### config.mk
export PLATFORM = sky130hd
export DESIGN_NAME = change_dispenser
export DESIGN_NICKNAME = d
export VERILOG_FILES = /design/src/rtl/change_dispenser.sv
export SDC_FILE = /design/constraint.sdc
export NUM_CORES = 1
export LEC_CHECK = 0
export BUFFER_PORTS_ARGS = -buffer_cell sky130_fd_sc_hd__buf_2
export CORE_MARGIN = 2
export CORE_UTILIZATION = 40
export CTS_CLUSTER_DIAMETER = 150
export DETAILED_ROUTE_END_ITERATION = 12
export GPL_TIMING_DRIVEN = 0
export PLACE_DENSITY = 0.69
export SETUP_SLACK_MARGIN = 0.4
export SYNTH_ARGS = -nofsm -noshare
export SYNTH_HDL_FRONTEND = slang
export SYNTH_SLANG_ARGS = --single-unit
### constraint.sdc
create_clock -name clk -period 4.26 [get_ports clk]
set_clock_uncertainty 0.2 [all_clocks]
set_input_delay 0.852 -clock clk [delete_from_list [all_inputs] [get_ports clk]]
set_output_delay 0.852 -clock clk [all_outputs]
set_load 0.005 [all_outputs]
### src/rtl/change_dispenser.sv
// change_dispenser: pays out change one coin at a time through a hopper.
// Four-state FSM with ack timeout, inter-coin gap and sticky fault flag.
module change_dispenser #(
  parameter int ACK_TIMEOUT = 15,
  parameter int GAP_CYCLES  = 2
) (
  input  logic       clk,
  input  logic       reset,
  input  logic       start,
  input  logic [2:0] credit,
  input  logic [2:0] price,
  input  logic       hopper_ack,
  output logic       coin_req,
  output logic       busy,
  output logic       done,
  output logic       fault,
  output logic [2:0] remaining,
  output logic [2:0] paid
);

  localparam int TW = $clog2(ACK_TIMEOUT + 1);
  localparam int GW = $clog2(GAP_CYCLES + 1);
  localparam logic [TW-1:0] TMO_LAST = TW'(ACK_TIMEOUT - 1);
  localparam logic [GW-1:0] GAP_LAST = GW'(GAP_CYCLES - 1);

  typedef enum logic [1:0] {
    IDLE,
    REQ,
    GAP,
    DONE
  } state_e;

  state_e          state_q, state_d;
  logic [TW-1:0]   tmo_q, tmo_d;
  logic [GW-1:0]   gap_q, gap_d;
  logic            fault_q, fault_d;
  logic [2:0]      rem_q, rem_d;
  logic [2:0]      paid_q, paid_d;
  logic            coin_req_q, coin_req_d;
  logic            busy_q, busy_d;
  logic            done_q, done_d;

  // Next-state, counters and registered outputs decoded from next state
  always_comb begin
    state_d = state_q;
    tmo_d   = tmo_q;
    gap_d   = gap_q;
    fault_d = fault_q;
    rem_d   = rem_q;
    paid_d  = paid_q;
    unique case (state_q)
      IDLE: begin
        if (start) begin
          if (credit >= price) begin
            rem_d   = credit - price;
            paid_d  = 3'd0;
            fault_d = 1'b0;
            tmo_d   = '0;
            gap_d   = '0;
            state_d = (credit == price) ? DONE : REQ;
          end else begin
            fault_d = 1'b1;
          end
        end
      end
      REQ: begin
        if (hopper_ack) begin
          tmo_d = '0;
          gap_d = '0;
          if (rem_q != 3'd0) rem_d = rem_q - 3'd1;
          if (paid_q != 3'd7) paid_d = paid_q + 3'd1;
          state_d = (rem_q <= 3'd1) ? DONE : GAP;
        end else if (tmo_q == TMO_LAST) begin
          tmo_d   = '0;
          fault_d = 1'b1;
          state_d = IDLE;
        end else begin
          tmo_d = tmo_q + TW'(1);
        end
      end
      GAP: begin
        if (gap_q == GAP_LAST) begin
          gap_d   = '0;
          tmo_d   = '0;
          state_d = REQ;
        end else begin
          gap_d = gap_q + GW'(1);
        end
      end
      DONE: begin
        state_d = IDLE;
      end
      default: begin
        state_d = IDLE;
      end
    endcase
    coin_req_d = (state_d == REQ);
    busy_d     = (state_d != IDLE);
    done_d     = (state_d == DONE);
  end

  // State and output registers with synchronous reset
  always_ff @(posedge clk) begin
    if (reset) begin
      state_q    <= IDLE;
      tmo_q      <= '0;
      gap_q      <= '0;
      fault_q    <= 1'b0;
      rem_q      <= 3'd0;
      paid_q     <= 3'd0;
      coin_req_q <= 1'b0;
      busy_q     <= 1'b0;
      done_q     <= 1'b0;
    end else begin
      state_q    <= state_d;
      tmo_q      <= tmo_d;
      gap_q      <= gap_d;
      fault_q    <= fault_d;
      rem_q      <= rem_d;
      paid_q     <= paid_d;
      coin_req_q <= coin_req_d;
      busy_q     <= busy_d;
      done_q     <= done_d;
    end
  end

  assign coin_req  = coin_req_q;
  assign busy      = busy_q;
  assign done      = done_q;
  assign fault     = fault_q;
  assign remaining = rem_q;
  assign paid      = paid_q;

endmodule

==> impl_metrics.env <==
export IMPL_tritoncts="yes"
export IMPL_hold_viol_final=0
export IMPL_io_buffers=18
export IMPL_cp_start_kind="primary input"
export IMPL_slew_headroom_pct=54.0
export IMPL_final_cells=183
export IMPL_num_antenna_cells=0
export IMPL_clock_root_buffer="clkbuf_4"
export IMPL_ys_seq_elements=18
export IMPL_dp_hpwl_mm=1.93
export IMPL_coreArea_sq_mm=0.00269
export IMPL_synthCells=130
export IMPL_critPathCaptureType="flop"
export IMPL_maxCapViolCount=0
export IMPL_fin_crit_sh_pct=57.8
export IMPL_async_flop_share_pct=0
export IMPL_max_clock_freq_mhz=406
export IMPL_dp_cells=179
export IMPL_finalMaxSlewViolations=0
export IMPL_grt_pass1_vias=941
export IMPL_numCtsBuffers=3
export IMPL_worst_r2r_cell_count=7
export IMPL_synthMuxAreaShare_pct=0.904
export IMPL_crit_type="in -> reg"
export IMPL_first_pass_iters=4
export IMPL_synth_top_family_by_area="compound AO/OA/AOI/OAI gates"
export IMPL_core_rowCount=19
export IMPL_post_cts_setup_buffers=0
export IMPL_nFillCells=279
export IMPL_synth_edf_count=0
export IMPL_tns_ns=0
export IMPL_drc=0
export IMPL_via_per_inst=5.62
export IMPL_critical_path_cell_chain="buf_2, inv_1, ha_1, nand2_1, o21ai_0, a21oi_1, a211oi_1"
export IMPL_fin_ws_ns=1.80
export IMPL_synth_flop_cell="dfxtp_1"
export IMPL_hold_class="reg -> reg"
export IMPL_p_leak_nw=0.536
export IMPL_power_density_mw_per_mm2=334
export IMPL_slowest_delay_ns=0.55
export IMPL_initial_core_util_pct=41.2
export IMPL_grt_overflow=0
export IMPL_nets=174
export IMPL_setup_violations=0
export IMPL_grt_usage_pct=15.9
export IMPL_multi_input_area_sq_um=677
export IMPL_syn_area_per_cell_sq_um=8.52
export IMPL_wire_per_inst_um=13.4
export IMPL_synth_top_area_cell="dfxtp_1"
export IMPL_layout_commonest_cell="buf_2"
export IMPL_crit_required_ns=4.28
export IMPL_synth_top_cell_area_share_pct=32.5
export IMPL_chipHeight_um=56.6
export IMPL_yosys_area_share_adder_pct=13.1
export IMPL_chipWidth_um=56.6
export IMPL_path_depth=7
export IMPL_clk_pin_slew_ns=0.11
export IMPL_synth_seq_area_share_pct=32.5
export IMPL_grt_max_degree=11
export IMPL_post_cts_resized=0
export IMPL_dieArea_sq_mm=0.00321
export IMPL_crit_buf_inv=2
export IMPL_yosys_warnings=0
export IMPL_synthXorXnorAreaFrac_pct=0.791
export IMPL_synth_simple_gate_area_share_pct=17.5
export IMPL_first_iter_violations=22
export IMPL_clock_path_buffers=2
export IMPL_ant_nets=0
export IMPL_post_place_ws_ns=1.48
export IMPL_synth_compound_area_share_pct=28.8
export IMPL_arrival_ns=2.49
export IMPL_cp_top_family="compound AO/OA/AOI/OAI gates"
export IMPL_holdBufCountCts=0
export IMPL_insertion_delay_ns=0.30
export IMPL_irDropWorstVdd_uv=221
export IMPL_final_util_pct=47.4
export IMPL_worst_path_max_delay_cell="o21ai_0"
export IMPL_min_path_cells=1
export IMPL_syn_nets=151
export IMPL_cts_sinks=18
export IMPL_synth_top_cells_by_area="dfxtp_1 (33%), ha_1 (11%), a21oi_1 (8.1%)"
export IMPL_register_area_sq_um=360
export IMPL_antenna_found_initial=0
export IMPL_gp_congestion=0.794
export IMPL_grt_first_pass_wirelength_mm=4.02
export IMPL_wl_mm=2.44
export IMPL_htreeDepth=1
export IMPL_rsz0062_at_grt="false"
export IMPL_tightest_slew_ns=0.682
export IMPL_period_minus_slack_ns=2.46
export IMPL_status="completed"
export IMPL_areaGrowthSynthToFinish_pct=14.9
export IMPL_crit_fanout=6
export IMPL_final_cell_mix="buf_2 (20), a21oi_1 (18), dfxtp_1 (18), inv_1 (12), ha_1 (10)"
export IMPL_synth_cell_type_count=37
export IMPL_vias=1028
export IMPL_ios=20
export IMPL_drive_gt1_share_pct=17.1
export IMPL_syn_cell_area_sq_mm=0.00111
==> sequential cells by signal, indices dropped and copies added (netlist names) <==
name       count
tmo_q          4
gap_q          2
state_q        2
remaining      3
busy           1
paid           3
fault          1
coin_req       1
done           1
==> routing by layer <==
metal	track usage (%)	part of all wire (%)
met1	18.4	45
met4	5.10	1.4
met3	2.76	3.8
met2	29.1	50
met5	0	0
==> worst register-to-register path, delay by kind of cell (launching register included) <==
kind                       cells  cell delay [ns]
AOI/OAI and AO/OA              2             0.40
adders and majority gates      1             0.18
buffers and inverters          2             0.24
DFF                            1             0.43
and+or+nand+nor                2             0.49
==> Yosys cell counts (3+ instances only) <==
cell / n
a21oi_1: 18
ha_1: 10
a211oi_1: 6
o21ai_0: 3
a211o_1: 3
o21a_1: 3
nor2_1: 9
nand3b_1: 4
clkbuf_1: 4
inv_1: 12
nand2_1: 6
nand2b_1: 4
dfxtp_1: 18
==> kinds of logic (layout without fill, tap and decap cells) <==
kind of cell / after synthesis / after routing
XOR/XNOR: 1 / 1
AND/OR/NAND/NOR: 34 / 34
adder cells (fa/ha/maj): 11 / 11
multiplexers: 1 / 1
flip-flops: 18 / 18
buffers and inverters: 18 / 40
AO/OA/AOI/OAI: 47 / 47
==> stage by stage <==
stage | total power, mW | hold slack, ns | area (sq um)
4_1_cts | 0.427 | 0.283 | 1270
3_5_place_dp | 0.319 | 0.258 | 1240
6_report | 0.424 | 0.279 | 1270
5_1_grt | 0.447 | 0.303 | 1270
3_3_place_gp | 0.313 | 0.245 | 1240
2_1_floorplan | 0.281 | 0.231 | 1110
==> final cells by class <==
class / count / area share (%)
tap: 31 / 3.05
multi-input combinational: 94 / 53.2
timing repair buffer: 18 / 7.08
sequential: 18 / 28.3
clock buffer: 4 / 2.85
inverter: 12 / 3.54
buffer: 6 / 1.97
==> path summary, 6_finish.rpt <==
kind                                 to             startpoint  slack (ns)
setup reg to reg  tmo_q[3]$_SDFFE_PP0P_  tmo_q[0]$_SDFFE_PP0P_        2.25
hold reg to reg      fault$_SDFFE_PP0P_     fault$_SDFFE_PP0P_        0.28
hold / removal       fault$_SDFFE_PP0P_     fault$_SDFFE_PP0P_        0.28
setup / recovery    coin_req$_SDFF_PP0_               price[2]        1.80
==> power breakdown <==
group,total [mW],switching [mW],internal [mW]
Combinational,0.119,0.0669,0.0525
Sequential,0.195,0.0128,0.182
Clock,0.110,0.0578,0.0522
Total,0.424,0.138,0.287
Note: power is estimated with default switching activity, not from simulation.
